<file path="config.mk">
export PLATFORM = sky130hd
export DESIGN_NAME = core_seq_ctrl
export DESIGN_NICKNAME = d
export VERILOG_FILES = /design/src/rtl/core_seq_ctrl.sv
export SDC_FILE = /design/constraint.sdc
export NUM_CORES = 1
export LEC_CHECK = 0
export ABC_AREA = 1
export CORE_UTILIZATION = 50
export DETAILED_ROUTE_END_ITERATION = 8
export PLACE_DENSITY_LB_ADDON = 0.2
export SYNTH_ARGS = -nofsm -noshare
export SYNTH_HDL_FRONTEND = slang
export SYNTH_SLANG_ARGS = --single-unit
</file>
<file path="constraint.sdc">
create_clock -name clk_i -period 2.9 [get_ports clk_i]
set_input_delay 0.435 -clock clk_i [delete_from_list [all_inputs] [get_ports clk_i]]
set_output_delay 0.435 -clock clk_i [all_outputs]
set_load 0.03 [all_outputs]
</file>
<file path="src/rtl/core_seq_ctrl.sv">
// core_seq_ctrl - instruction sequencer for the 8x8 weight-stationary core.
//
// For every kernel position kij it fetches a weight tile from xmem, loads it
// into the array, streams the activation block, then drains OFIFO rows into
// psum SRAM. The 34-bit instruction word is fully registered: the word seen on
// inst_o in cycle t+1 is computed from the state held in cycle t.
//
// Ports:
//   clk_i          clock
//   reset_i        synchronous, active-high reset
//   start_i        one-cycle start pulse, only honoured in IDLE
//   num_kij_i      kernel positions to run (0 runs one)
//   len_nij_i      activations per kij
//   w_base_i       xmem base of weight tiles (tile k at w_base + k*ROW)
//   x_base_i       xmem base of the activation block
//   p_base_i       pmem base for output rows
//   ofifo_valid_i  OFIFO holds a full row (only looked at in DRAIN)
//   inst_o         core instruction word
//   busy_o         high outside IDLE
//   done_o         one-cycle pulse in the final (FIN) cycle
//
// state  | meaning
// -------+-------------------------------------------------------------
// IDLE   | waiting for start_i
// WFETCH | ROW xmem reads of the current weight tile
// WLOAD  | COL cycles pushing L0 into the array (l0_rd + load)
// WGAP   | LOAD_GAP idle cycles while weights settle
// XFETCH | len_nij xmem reads of the activation block
// EXEC   | len_nij cycles of l0_rd + execute
// ETAIL  | EXEC_TAIL execute-only cycles draining the array into OFIFO
// DRAIN  | one pmem write per ofifo_valid cycle until len_nij rows written
// FIN    | done pulse, back to IDLE

module core_seq_ctrl #(
    parameter int ROW       = 8,
    parameter int COL       = 8,
    parameter int LOAD_GAP  = 16,
    parameter int EXEC_TAIL = 16
) (
    input  logic        clk_i,
    input  logic        reset_i,
    input  logic        start_i,
    input  logic [3:0]  num_kij_i,
    input  logic [10:0] len_nij_i,
    input  logic [10:0] w_base_i,
    input  logic [10:0] x_base_i,
    input  logic [10:0] p_base_i,
    input  logic        ofifo_valid_i,
    output logic [33:0] inst_o,
    output logic        busy_o,
    output logic        done_o
);

    localparam logic [33:0] IDLE_WORD = 34'h1800C0000;

    typedef enum logic [3:0] {
        S_IDLE, S_WFETCH, S_WLOAD, S_WGAP, S_XFETCH,
        S_EXEC, S_ETAIL, S_DRAIN, S_FIN
    } state_t;

    state_t      state_q, state_d;
    logic [10:0] c_q, c_d;        // cycle counter; doubles as row-write count d in DRAIN
    logic [3:0]  k_q, k_d;
    logic [33:0] inst_q, inst_d;
    logic [3:0]  num_q;
    logic [10:0] len_q, w_base_q, x_base_q, p_base_q;

    logic [10:0] w_tile_off;
    logic        more_kij;
    logic        len_last;

    assign w_tile_off = 11'(k_q * ROW);
    assign more_kij   = ({1'b0, k_q} + 5'd1) < {1'b0, num_q};
    assign len_last   = (c_q == len_q - 11'd1);

    always_comb begin
        state_d = state_q;
        c_d     = c_q;
        k_d     = k_q;
        inst_d  = IDLE_WORD;
        // l0_wr trails the xmem read strobe by one cycle (read latency)
        inst_d[2] = ~inst_q[19];

        case (state_q)
            S_IDLE: begin
                if (start_i) begin
                    state_d = S_WFETCH;
                    c_d     = '0;
                    k_d     = '0;
                end
            end
            S_WFETCH: begin
                inst_d[19]   = 1'b0;
                inst_d[17:7] = w_base_q + w_tile_off + c_q;
                if (c_q == 11'(ROW - 1)) begin
                    state_d = S_WLOAD;
                    c_d     = '0;
                end else begin
                    c_d = c_q + 11'd1;
                end
            end
            S_WLOAD: begin
                inst_d[3] = 1'b1;
                inst_d[0] = 1'b1;
                if (c_q == 11'(COL - 1)) begin
                    state_d = S_WGAP;
                    c_d     = '0;
                end else begin
                    c_d = c_q + 11'd1;
                end
            end
            S_WGAP: begin
                if (c_q == 11'(LOAD_GAP - 1)) begin
                    state_d = S_XFETCH;
                    c_d     = '0;
                end else begin
                    c_d = c_q + 11'd1;
                end
            end
            S_XFETCH: begin
                inst_d[19]   = 1'b0;
                inst_d[17:7] = x_base_q + c_q;
                if (len_last) begin
                    state_d = S_EXEC;
                    c_d     = '0;
                end else begin
                    c_d = c_q + 11'd1;
                end
            end
            S_EXEC: begin
                inst_d[33] = (k_q != 4'd0);
                inst_d[3]  = 1'b1;
                inst_d[1]  = 1'b1;
                if (len_last) begin
                    state_d = S_ETAIL;
                    c_d     = '0;
                end else begin
                    c_d = c_q + 11'd1;
                end
            end
            S_ETAIL: begin
                inst_d[33] = (k_q != 4'd0);
                inst_d[1]  = 1'b1;
                if (c_q == 11'(EXEC_TAIL - 1)) begin
                    state_d = S_DRAIN;
                    c_d     = '0;
                end else begin
                    c_d = c_q + 11'd1;
                end
            end
            S_DRAIN: begin
                if (ofifo_valid_i) begin
                    inst_d[6]     = 1'b1;
                    inst_d[32]    = 1'b0;
                    inst_d[31]    = 1'b0;
                    inst_d[30:20] = p_base_q + c_q;
                    if (len_last) begin
                        c_d = '0;
                        if (more_kij) begin
                            k_d     = k_q + 4'd1;
                            state_d = S_WFETCH;
                        end else begin
                            state_d = S_FIN;
                        end
                    end else begin
                        c_d = c_q + 11'd1;
                    end
                end
            end
            S_FIN: begin
                state_d = S_IDLE;
            end
            default: begin
                state_d = S_IDLE;
            end
        endcase
    end

    always_ff @(posedge clk_i) begin
        if (reset_i) begin
            state_q  <= S_IDLE;
            c_q      <= '0;
            k_q      <= '0;
            inst_q   <= IDLE_WORD;
            num_q    <= '0;
            len_q    <= '0;
            w_base_q <= '0;
            x_base_q <= '0;
            p_base_q <= '0;
        end else begin
            state_q <= state_d;
            c_q     <= c_d;
            k_q     <= k_d;
            inst_q  <= inst_d;
            if (state_q == S_IDLE && start_i) begin
                num_q    <= (num_kij_i == 4'd0) ? 4'd1 : num_kij_i;
                len_q    <= len_nij_i;
                w_base_q <= w_base_i;
                x_base_q <= x_base_i;
                p_base_q <= p_base_i;
            end
        end
    end

    assign inst_o = inst_q;
    assign busy_o = (state_q != S_IDLE);
    assign done_o = (state_q == S_FIN);

endmodule

</file>
Word level (Yosys, flattened, before mapping)
Cells that the tools add are included.
{"block": "totals", "ff_bits": 101, "latchBits": 0, "ram_bits": 0, "mem_bits_ro": 0, "input_bits": 52, "output_inout_bits": 36, "wordCells": 96, "memories": 0}
{"block": "classes", "addsub": 8, "n_mul": 0, "div_mod_pow": 0, "magnitude_cmp": 1, "eq_ne": 21, "shifts": 0, "n_mux": 30, "n_bitwise": 4, "n_reduce_logical": 19}
{"op": "4-bit 2-to-1 mux", "count": 15}
{"op": "11-bit 2-to-1 mux", "count": 5}
{"op": "11-bit one-hot mux with 5 select lines", "count": 1}
{"op": "11-bit adder", "count": 3}
{"op": "4-bit one-hot mux with 8 select lines", "count": 1}
{"op": "11-bit one-hot mux with 2 select lines", "count": 1}
{"op": "2-bit != test, second input constant", "count": 10}
{"op": "4-bit by 3-bit == test with 1-bit output, second input constant", "count": 4}
{"op": "2-bit OR reduction", "count": 8}
{"op": "13-bit 2-to-1 mux", "count": 1}
{"op": "11-bit by 1-bit adder with 11-bit output, second input constant", "count": 1}
{"op": "11-bit by 7-bit adder with 11-bit output", "count": 1}
{"op": "11-bit == test", "count": 1}
{"op": "11-bit by 3-bit == test with 1-bit output, second input constant", "count": 1}
{"op": "11-bit by 4-bit == test with 1-bit output, second input constant", "count": 1}
{"op": "11-bit by 1-bit subtractor with 11-bit output, second input constant", "count": 1}
{"op": "9-bit AND reduction", "count": 1}
{"op": "4-bit by 2-bit == test with 1-bit output, second input constant", "count": 2}
{"op": "4-bit logical NOT", "count": 2}
{"op": "4-bit one-hot mux with 2 select lines", "count": 1}
{"op": "4-bit nonzero test", "count": 2}
{"op": "4-bit by 1-bit adder with 5-bit output, second input constant", "count": 1}
{"op": "5-bit by 4-bit less-than comparator with 1-bit output", "count": 1}
{"op": "1-bit 2-to-1 mux", "count": 5}
{"op": "other kinds (10)", "count": 13}

Longest topological paths before layout
{"block": "depth", "depth_word": 6, "depth_mapped": 17, "mapped_depth_nobuf": 17}

Least setup slack after synthesis
No wires, ideal clock.
{"block": "synth_path", "path_kind": "flip-flop to flip-flop", "from": "register c_q[3]", "to": "register inst_q[14], in the netlist inst_o[14]", "setup_time_ns": 0.071, "t_arrival_ns": 2.328, "required_time_ns": 2.829, "slack_ns": 0.501, "stages_incl_launch_ff": 14, "path_buffers": 0, "synth_period_minus_slack_ns": 2.399, "path_cell_list": "dfxtp_1 inv_1 fa_1 inv_1 ha_1 nand2_1 a21oi_1 or2_2 nand2_1 nand2_1 a21oi_1 or2_2 nand3_1 a21oi_1"}
{"block": "synth_via", "elab_chain_len": 2, "word_cells_on_any_way": 3, "cone_classes": "add/sub (2); mux (1)"}
{"item": "from (decl)", "line_no": "62", "rtl": "logic [10:0] c_q, c_d;"}
{"item": "from (signal assigned)", "line_no": "182", "rtl": "c_q <= '0;"}
{"item": "from (signal assigned)", "line_no": "192", "rtl": "c_q <= c_d;"}
{"item": "11-bit adder (on tied branches)", "line_no": "122, 94"}
{"item": "11-bit one-hot mux with 2 select lines *", "line_no": "84", "rtl": "case (state_q)"}
{"item": "to (signal assigned)", "line_no": "194", "rtl": "inst_q <= inst_d;"}
{"item": "to (decl)", "line_no": "64", "rtl": "logic [33:0] inst_q, inst_d;"}
Mark *: on every way between the ends. The rest lies on a longest branch, timed or not.
A chain may end at the register's enable or synchronous reset.

Final worst setup path
Same ends and word-level chain as after synthesis.

==> summary.txt <==
STA
  – Period minus WS final: 2.69 ns
  – Clock skew: between 0.01 and 0.015 ns
  – Slew HR: around half
  – Final hold vios: 0
  – Unrepaired setup endpoints after global routing: no
  – Final setup viols: 0
  – Worst Hold Slack: about 0.43 ns
  – Setup TNS Final: 0 ns
  – Slew @ Worst Pin: 0.773 ns
  – Period utilisation layout: between 90% and 100%
  – Max Transition Viols Final: 0
  – Worst setup margin: 0.207 ns
  – Peak Freq: between 300 and 400 MHz

Clock network
  – Setup bufs post-CTS: 0
  – Post-cts resize count: 0
  – CTS Buf Count: 9
  – CTS sink count: 97
  – Root Buffer: clkbuf_16
  – Worst-Skew Late Latency: approximately 0.35 ns
  – # H-tree levels: 3
  – Hold buffers post-CTS: 0
  – CTS tree: yes
  – CTS clk-pin slew, worst paths: 0.07 ns
  – Maximum buffer depth of the clock tree: 2

Die
  – Row cnt: 38
  – Die Span Y: about 110 um
  – Die Area: approximately 12000 sq um
  – Number of I/O pins: a little under 90
  – Initial Util: approximately 52%
  – CORE AREA: between 10000 and 15000 sq um
  – Die X: ~110 um

Outcome
  – Outcome: complete, no violations

Global route
  – Initial antenna violation count: 0
  – Grt ovf: 0
  – Vias in the first global route: ~5400
  – First-pass GRT wire length: approximately 26 mm
  – Largest net degree at the start of global routing: 38
  – Gr usage total: between 20% and 30%

Routing
  – Vias per inst: about 5.4
  – Number of routed nets with antenna violations: 0
  – DRC Markers: 0
  – 1st-iter DRT viols: between 300 and 400
  – Wirelength per Cell: around 15 um
  – Total routed wirelength: 15.8 mm
  – DR vias: 5552
  – Drt first pass iters: 5

Worst setup path
  – Critical Path RT: ~3.2 ns
  – Setup crit end kind: flip-flop
  – Worst path buffer plus inverter count: 2
  – Worst reg2reg path depth: 13
  – Slowest-stage cell, CP: fa_1
  – Startpoint types: flip-flop
  – RR Endpoint: inst_o[14]
  – Worst R2R Setup Slack: ~0.21 ns
  – Max stage delay on crit path: 0.55 ns
  – RR Startpoint: c_q[3]
  – Maximum fanout along the worst path: 6
  – CP Cell Sequence: inv_1, fa_1, inv_1, ha_1, nand2_1, a21oi_1, or2_2, nand2_1, nand2_1, a21oi_1, or2_2, nand3_1, a21oi_1
  – Delay-heaviest family, CP: adder cells
  – WP data arrival: a little under 3 ns
  – WS Path Type: reg2reg

Cells and area
  – Cell Count, Final, Fillers Out: roughly 1000
  – Commonest non-fill, non-tap cells in the layout: nand2_1 (194), a21oi_1 (101), dfxtp_1 (97)
  – Commonest non-fill, non-tap cell in the layout: nand2_1
  – Synth-to-layout area growth: 22.4%
  – Layout cells sized above 1: 7.86%
  – Ant. Diodes: 0
  – Final Core Density: a little under two thirds
  – Nets: 987

Yosys
  – Number of synthesized flops with an enable pin: 0
  – Register area share after synthesis: between 30% and 40%
  – Synth Area in Adders: around 12%
  – Synth Flop Type: dfxtp_1
  – Synth Cell Area: about 5800 sq um
  – Synth Area in XOR/XNOR: under 10%
  – Syn avg cell area: slightly above 7 sq um
  – Asr flop ratio synth: 0%
  – Synth unique cells: 44
  – Top cells by area, synth: dfxtp_1 (34%), nand2_1 (13%), ha_1 (9.1%)
  – Post-synthesis compound-gate area fraction: between 10% and 20%
  – Dominant cell type by area after synthesis: dfxtp_1
  – Register bit total from synthesis: 97
  – Share of the synthesized area in the top cell type: 33.7%
  – Cells after Synth: 806
  – Mux cell area share after synthesis: 0%
  – Combinational family with the most area after synthesis: simple AND/OR/NAND/NOR gates
  – Syn. warnings: 0
  – Area share of and/or/nand/nor cells after synthesis: approximately 28%

Placement
  – Pre-CTS setup slack: approximately 0.26 ns
  – Post-DP HPWL: roughly 12 mm
  – PortBufs: 84
  – Global placement routability congestion: between 0.9 and 1
  – Inst Count DP: between 1000 and 1500

Flow run
  – Maximum capacitance violations: 0

Power and ir drop
  – Leakage power: 0.00309 uW
  – Pwr per Cell Area: 709 nW/um^2
  – VDD IR max: ~0.00056 V

Hold path
  – HP Start: inst_o[19]
  – WHS Endpoint: inst_o[2]
  – WHS Path Cells: 1
  – Hold Path Class: reg2reg
## worst max path at each step
stage	from	end	slack [ns]	cells past startpoint
2_1_floorplan	c_q[3]	inst_o[14]	0.50	13
3_3_place_gp	c_q[3]	inst_o[14]	0.32	13
3_5_place_dp	c_q[3]	inst_o[14]	0.26	13
4_1_cts	c_q[3]	inst_o[14]	0.23	13
5_1_grt	c_q[3]	inst_o[14]	0.02	13
6_report	c_q[3]	inst_o[14]	0.21	13
## sequential cells by signal, summed over array words and instances, names as in the netlist
name	count
inst_o	30
c_q	11
len_q	11
p_base_q	11
w_base_q	11
x_base_q	11
k_q	4
num_q	4
state_q	4
## final cells by class
cell class,instances,area (sq um)
multi-input cells,591,3360
inverters,91,342
well taps,140,175
clock inverters,7,83.8
repair buffers,96,926
flip-flops and latches,97,1940
clock buffers,9,225
fillers,984,3980
## routing by layer
| metal | up-vias | share of wire [%] | global-route usage (%) |
|---|---|---|---|
| met5 | - | 0 | 0 |
| met4 | 0 | 4.0 | 13.0 |
| met3 | 35 | 4.8 | 4.39 |
| met2 | 173 | 46 | 46.6 |
| met1 | 2543 | 46 | 35.9 |
| li1 | 2801 | - | - |
## cells in the mapped netlist, types with 3 or more instances
cell type and n:
a21boi_0 5, a21oi_1 101, a31oi_1 3, buf_2 5, buf_4 4, clkbuf_1 18, dfxtp_1 97, fa_1 7
ha_1 42, inv_1 86, inv_2 5, nand2_1 194, nand2_2 4, nand2_4 4, nand3_1 42, nand3b_1 6
nand4_1 11, nor2_1 51, nor2_2 10, nor3_1 7, o2111ai_1 3, o21a_1 4, o21ai_0 42, o21ai_1 4
o21bai_1 5, or2_2 8, xnor2_1 8, xor2_1 9
## where the power goes
part / total, uW / leakage [uW] / internal (uW) / switching, uW
Combinational: 2040 / 0.00215 / 713 / 1330
Clock: 1260 / 0.000149 / 687 / 577
Sequential: 1690 / 0.000790 / 1530 / 164
Total: 5000 / 0.00309 / 2930 / 2070
## through the flow
step	power (uW)	instance area [sq um]
floorplan	3160	5760
global placement	3690	6740
detailed placement	3740	6740
CTS	5010	7050
global route	5370	7050
finish	5000	7050
## kinds of logic (layout without fill, tap and decap cells)
family,count (synthesis),count (layout)
adder cells (fa/ha/maj),49,49
AO/OA/AOI/OAI,172,172
buffers and inverters,119,203
XOR/XNOR,17,17
AND/OR/NAND/NOR,350,350
other,2,3
flip-flops,97,97
No activity file was read; power rests on OpenSTA's default activity.
